`config.mk`:
```
export PLATFORM = sky130hd
export DESIGN_NAME = req_writer
export DESIGN_NICKNAME = d
export VERILOG_FILES = /design/src/rtl/writer_pkg.sv /design/src/rtl/req_writer_up_counter.sv /design/src/rtl/req_writer.sv
export SDC_FILE = /design/constraint.sdc
export NUM_CORES = 1
export LEC_CHECK = 0
export CAP_MARGIN = 20
export CORE_MARGIN = 1
export CORE_UTILIZATION = 30
export CTS_BUF_LIST = sky130_fd_sc_hd__clkbuf_4
export DETAILED_ROUTE_END_ITERATION = 12
export PLACE_DENSITY = 0.58
export SYNTH_ARGS = -nofsm -noshare
export SYNTH_HDL_FRONTEND = slang
export SYNTH_HIERARCHICAL = 1
export SYNTH_SLANG_ARGS = --single-unit
```
`constraint.sdc`:
```
create_clock -name i_clk -period 2.5 [get_ports i_clk]
set_input_delay 0.25 -clock i_clk [delete_from_list [all_inputs] [get_ports i_clk]]
set_output_delay 0.25 -clock i_clk [all_outputs]
set_load 0.01 [all_outputs]
```
`src/rtl/writer_pkg.sv`:
```
// Shared types and helpers for the request writer.
package writer_pkg;

  // Width of the optional statistics counters.
  localparam int STAT_WIDTH = 32;

  // WAIT counts idle cycles; REQ holds a request until the arbiter grants it.
  typedef enum logic {
    WAIT = 1'b0,
    REQ  = 1'b1
  } state_t;

  // Bits needed to hold 0..max_count, never less than one bit.
  function automatic int counter_width(input int max_count);
    if (max_count < 1) begin
      return 1;
    end
    return $clog2(max_count + 1);
  endfunction

endpackage : writer_pkg

```
`src/rtl/req_writer_up_counter.sv`:
```
// Generic up counter with increment strobe, asynchronous active-low clear and
// optional saturation at all-ones (SATURATE=0 wraps).
module req_writer_up_counter #(
  parameter int WIDTH    = 32,
  parameter bit SATURATE = 1'b0
) (
  input  logic             i_clk,
  input  logic             i_reset,
  input  logic             i_inc,
  output logic [WIDTH-1:0] o_count
);

  logic [WIDTH-1:0] count_reg;
  logic             at_limit;

  // Saturation only blocks the increment when the counter is configured to saturate.
  assign at_limit = SATURATE && (count_reg == {WIDTH{1'b1}});

  // Count on each strobe; cleared asynchronously by reset.
  always_ff @(posedge i_clk or negedge i_reset) begin
    if (!i_reset) begin
      count_reg <= '0;
    end else if (i_inc && !at_limit) begin
      count_reg <= count_reg + WIDTH'(1);
    end
  end

  assign o_count = count_reg;

endmodule : req_writer_up_counter

```
`src/rtl/req_writer.sv`:
```
// Traffic-generating client for the shared-FIFO bus arbiter.
// Idles COUNTER_MAX+1 cycles, then requests with a stable data word until the
// arbiter pulls i_busy low; the word then increments and the idle restarts.
// Optional feature macro: WRITER_STALL_STATS_EN adds stall/grant counters.
module req_writer
  import writer_pkg::*;
#(
  parameter int COUNTER_MAX = 3,
  parameter int DATA_WIDTH  = 8
) (
  input  logic                  i_clk,
  input  logic                  i_reset,
  input  logic                  i_busy,
  output logic                  o_req,
  output logic [DATA_WIDTH-1:0] o_data
`ifdef WRITER_STALL_STATS_EN
  ,
  output logic [STAT_WIDTH-1:0] o_stall_cycles,
  output logic [STAT_WIDTH-1:0] o_grants
`endif
);

  localparam int               CNT_W   = counter_width(COUNTER_MAX);
  localparam logic [CNT_W-1:0] CNT_MAX = CNT_W'(COUNTER_MAX);

  state_t                  state_reg,   state_next;
  logic [CNT_W-1:0]        counter_reg, counter_next;
  logic                    req_reg,     req_next;
  logic [DATA_WIDTH-1:0]   data_reg,    data_next;

  // State, idle counter and both outputs are registered; reset may hit mid-request.
  always_ff @(posedge i_clk or negedge i_reset) begin
    if (!i_reset) begin
      state_reg   <= WAIT;
      counter_reg <= '0;
      req_reg     <= 1'b0;
      data_reg    <= '0;
    end else begin
      state_reg   <= state_next;
      counter_reg <= counter_next;
      req_reg     <= req_next;
      data_reg    <= data_next;
    end
  end

  // Next-state logic: busy is looked at only while requesting.
  always_comb begin
    state_next   = state_reg;
    counter_next = counter_reg;
    req_next     = req_reg;
    data_next    = data_reg;
    case (state_reg)
      WAIT: begin
        if (counter_reg == CNT_MAX) begin
          counter_next = '0;
          req_next     = 1'b1;
          state_next   = REQ;
        end else begin
          counter_next = counter_reg + CNT_W'(1);
        end
      end
      REQ: begin
        if (!i_busy) begin
          // Grant: the word on the bus was accepted this cycle.
          req_next     = 1'b0;
          data_next    = data_reg + DATA_WIDTH'(1);
          counter_next = '0;
          state_next   = WAIT;
        end
      end
      default: begin
        state_next   = WAIT;
        counter_next = '0;
        req_next     = 1'b0;
      end
    endcase
  end

  assign o_req  = req_reg;
  assign o_data = data_reg;

`ifdef WRITER_STALL_STATS_EN
  logic stall_inc;
  logic grant_inc;

  // Strobes derived from the registered state, so they match the REQ edges exactly.
  assign stall_inc = (state_reg == REQ) && i_busy;
  assign grant_inc = (state_reg == REQ) && !i_busy;

  req_writer_up_counter #(
    .WIDTH    (STAT_WIDTH),
    .SATURATE (1'b1)
  ) u_stall_counter (
    .i_clk   (i_clk),
    .i_reset (i_reset),
    .i_inc   (stall_inc),
    .o_count (o_stall_cycles)
  );

  req_writer_up_counter #(
    .WIDTH    (STAT_WIDTH),
    .SATURATE (1'b0)
  ) u_grant_counter (
    .i_clk   (i_clk),
    .i_reset (i_reset),
    .i_inc   (grant_inc),
    .o_count (o_grants)
  );
`else
  // Statistics counters are not built in this configuration.
`endif

endmodule : req_writer

```
# After elaboration in Yosys (flattened, before gate mapping)
# Cells that the tools add are included.
dict set report word_totals {
  elab_cells 22
  regBits 12
  output_inout_bits 9
  input_bits 3
}
dict set report classes {
  eq_ne 3
  reduce_logical 2
  n_addsub 2
  muxes 9
  bitwise 2
}
# cell count
set ops {}
lappend ops {{8-bit by 1-bit adder with 8-bit output, second input constant} 1}
lappend ops {{1-bit 2-to-1 mux} 4}
lappend ops {{2-bit 2-to-1 mux} 2}
lappend ops {{2-bit inequality test, second input constant} 2}
lappend ops {{1-bit case mux with 2 select lines} 2}
lappend ops {{2-bit case mux with 2 select lines} 1}
lappend ops {{2-bit AND reduction} 2}
lappend ops {{2-bit by 1-bit adder with 2-bit output, second input constant} 1}
lappend ops {{2-bit == test, second input constant} 1}
lappend ops {{1-bit NOT} 2}

# Longest topological paths before layout
dict set report depth {
  word_depth 3
  ltp_mapped 3
  mapped_depth_nobuf 3
}

# Worst setup path after synthesis
# OpenSTA, ideal clock, no wires.
dict set report synth_timing {
  path_type {reg-to-reg}
  start {register data_reg[0] (netlist: o_data[0])}
  end {register data_reg[1] (netlist: o_data[1])}
  t_arrival_ps 987
  setup_time_ps 125
  period_less_slack_ps 1111
  path_stages_with_launch 3
  required_ps 2375
  slack_ps 1389
  path_buffers 0
  cell_sequence {dfrtp_1 -> ha_1 -> mux2_2}
}
dict set report synth_via {
  elab_chain_len 1
}
# item line
set synth_lines {}
lappend synth_lines {{start: declaration} req_writer.sv:29} ;# logic [DATA_WIDTH-1:0] data_reg, data_next;
lappend synth_lines {{start signal: assignment} req_writer.sv:42} ;# data_reg <= data_next;
lappend synth_lines {{8-bit by 1-bit adder with 8-bit output} req_writer.sv:66} ;# data_next = data_reg + DATA_WIDTH'(1);
# Every way passes these cells.
# A chain may end at the register's enable or synchronous reset.

# Worst setup path in the final report
dict set report layout_timing {
  start {register data_reg[0] (netlist: o_data[0])}
  end {output port o_data[0]}
}
# item line
set layout_rtl {}
lappend layout_rtl {{end: declaration} req_writer.sv:15} ;# output logic [DATA_WIDTH-1:0] o_data
# No word-level cell between the ends.

==> impl_metrics.env <==
export IMPL_drive_above_1_share=0.127
export IMPL_tns_ns=0
export IMPL_path_class="reg2out"
export IMPL_postCtsResizedCells=0
export IMPL_synthCells=40
export IMPL_vdd_ir_drop_max_mv=0.522
export IMPL_dp_worst_setup_slack_ns=0.983
export IMPL_cp_arrival_ns=1.30
export IMPL_gr_usage_all_layers=0.119
export IMPL_start_util=0.330
export IMPL_antenna_found_initial=0
export IMPL_postCtsSetupRepairBufs=0
export IMPL_die_x_um=43.2
export IMPL_routed_wl_um=861
export IMPL_yosys_register_bits=12
export IMPL_post_drt_wl_per_cell_um=12.1
export IMPL_max_slew_worst_pin_slew_ns=0.529
export IMPL_synth_common_cells="dfrtp_1 (12), xnor2_1 (6), nand4_1 (4), nand2_1 (3)"
export IMPL_clk_pin_slew_ns=0.08
export IMPL_clock_fmax_mhz=646
export IMPL_cpLargestDelayFamily="buffers and inverters"
export IMPL_grtUsageMet3=0.0766
export IMPL_firstDrtPassIters=2
export IMPL_synth_edf_count=0
export IMPL_clock_latency_ns=0.27
export IMPL_startpoint_type="flop"
export IMPL_rr_startpoint="state_reg$_DFF_PN0_"
export IMPL_vias=353
export IMPL_grt_busiest_layer="met2"
export IMPL_syn_nets=45
export IMPL_clock_sinks=12
export IMPL_cts_tree="built"
export IMPL_gp_congestion=0.661
export IMPL_synth_area_sq_um=509
export IMPL_htreeDepth=1
export IMPL_yosysTopAreaCell="dfrtp_1"
export IMPL_die_area_sq_mm=0.00187
export IMPL_ioPinCount=12
export IMPL_drcViolationCount=0
export IMPL_hold_buffers=0
export IMPL_grt_first_pass_wirelength_um=1530
export IMPL_io_buffers=11
export IMPL_status="completed"
export IMPL_finClkSkew_ns=0.00716
export IMPL_final_max_slew_violation_count=0
export IMPL_cts_buffer_depth=2
export IMPL_synth_main_ff_cell="dfrtp_1"
export IMPL_period_needed_ns=1.55
export IMPL_worst_path_buf_inv=1
export IMPL_core_sq_mm=0.00154
export IMPL_stdcell_area_sq_um=666
export IMPL_fin_crit_sh=0.619
export IMPL_rsz0062_at_grt="false"
export IMPL_whs_ns=0.319
export IMPL_relSlewSlack=0.646
export IMPL_hp_class="in2async"
export IMPL_cap_violations=0
export IMPL_grt_max_degree=13
export IMPL_finalSetupViolations=0
export IMPL_grt_met2_usage=0.167
export IMPL_critPathMaxStageDelay_ns=0.57
export IMPL_setup_slack_ns=0.952
export IMPL_ys_types=15
export IMPL_ys_seq_area_frac=0.590
export IMPL_critPathSlowestCell="clkdlybuf4s50_1"
export IMPL_row_count=14
export IMPL_yosys_top_cells_area="dfrtp_1 (59%), xnor2_1 (10%), ha_1 (4.9%)"
export IMPL_final_hold_violation_count=0
export IMPL_synth_most_common_cell="dfrtp_1"
export IMPL_crit_chain="clkdlybuf4s50_1"
export IMPL_critPathRequiredTime_ns=2.25
export IMPL_overflow=0
export IMPL_antennaDiodeCount=0
export IMPL_drt_iter0_markers=4
export IMPL_grt_pass1_vias=343
export IMPL_numCtsBuffers=3
export IMPL_use_met1=0.147
export IMPL_ant_nets=0
export IMPL_end_kind="primary output"
export IMPL_postPlaceCellArea_sq_um=639
export IMPL_p_leak_nw=0.286
export IMPL_crit_start="o_data[0]$_DFFE_PN0P_"
export IMPL_die_h_um=43.2
export IMPL_area_growth_pct=30.7
export IMPL_syn_avg_cell_area_sq_um=12.7
export IMPL_synth_top_area_frac=0.590
export IMPL_cts_root_buf="clkbuf_4"
export IMPL_nets=61
export IMPL_synthArstFlopShare=1.00
export IMPL_largest_register_ffs=8
export IMPL_viasPerCell=4.97
export IMPL_ys_warn_count=6
export IMPL_power_density_mw_per_mm2=1090
export IMPL_crit_path_max_fanout=6
==> cells by family (layout without fill, tap and decap cells) <==
kind of cell    after synthesis  in the layout  share of synthesized area
fa+ha+maj                     2              2                     0.0491
flops                        12             12                      0.590
xor+xnor                      7              7                      0.120
simple gates                 13             13                      0.155
mux                           2              2                     0.0442
buf+inv                       1             16                    0.00736
compound gates                3              3                     0.0344
==> worst paths after layout <==
path / to / slack [ns] / depth (start not counted)
min in group i_clk: o_data[7]$_DFFE_PN0P_ / 0.49 / 1
min reg2reg: o_data[7]$_DFFE_PN0P_ / 0.49 / 1
max reg2reg: o_data[1]$_DFFE_PN0P_ / 1.36 / 2
max: o_data[0] / 0.95 / 1
max in group asynchronous: counter_reg[1]$_DFFE_PN0P_ / 1.82 / 1
min: o_data[4]$_DFFE_PN0P_ / 0.32 / 1
==> cell usage in the layout, fill, tap and decap left out, types with 2 or more instances in the layout <==
| cell type | n |
|---|---|
| o21ai_0 | 2 |
| nand2_1 | 3 |
| nand3_1 | 2 |
| mux2_2 | 2 |
| clkdlybuf4s50_1 | 11 |
| clkbuf_4 | 3 |
| ha_1 | 2 |
| xnor2_1 | 6 |
| nand4_1 | 4 |
| dfrtp_1 | 12 |
==> stage by stage <==
step,utilization,instances,power [mW]
6_report,0.432,71,0.723
5_1_grt,0.432,71,0.780
4_1_cts,0.432,71,0.737
3_5_place_dp,0.415,67,0.611
3_3_place_gp,0.415,67,0.609
2_1_floorplan,-,40,0.475
==> cell type report <==
cell class                 instances  area [sq um]
timing repair buffer              11           110
tap                               16          20.0
sequential                        12           300
multi-input combinational         27           205
clock inverter                     1          3.75
clock buffer                       3          22.5
inverter                           1          3.75
fill                             152           876
==> power by group <==
part,total [mW],internal [mW],switching (mW)
Combinational,0.247,0.153,0.0940
Clock,0.122,0.0578,0.0642
Sequential,0.354,0.267,0.0873
==> layer usage <==
metal,part of all wire,up-vias
met5,0,-
met4,0,0
met3,0.085,0
met2,0.40,14
met1,0.52,168
li1,-,171
(Power assumes the default switching activity.)
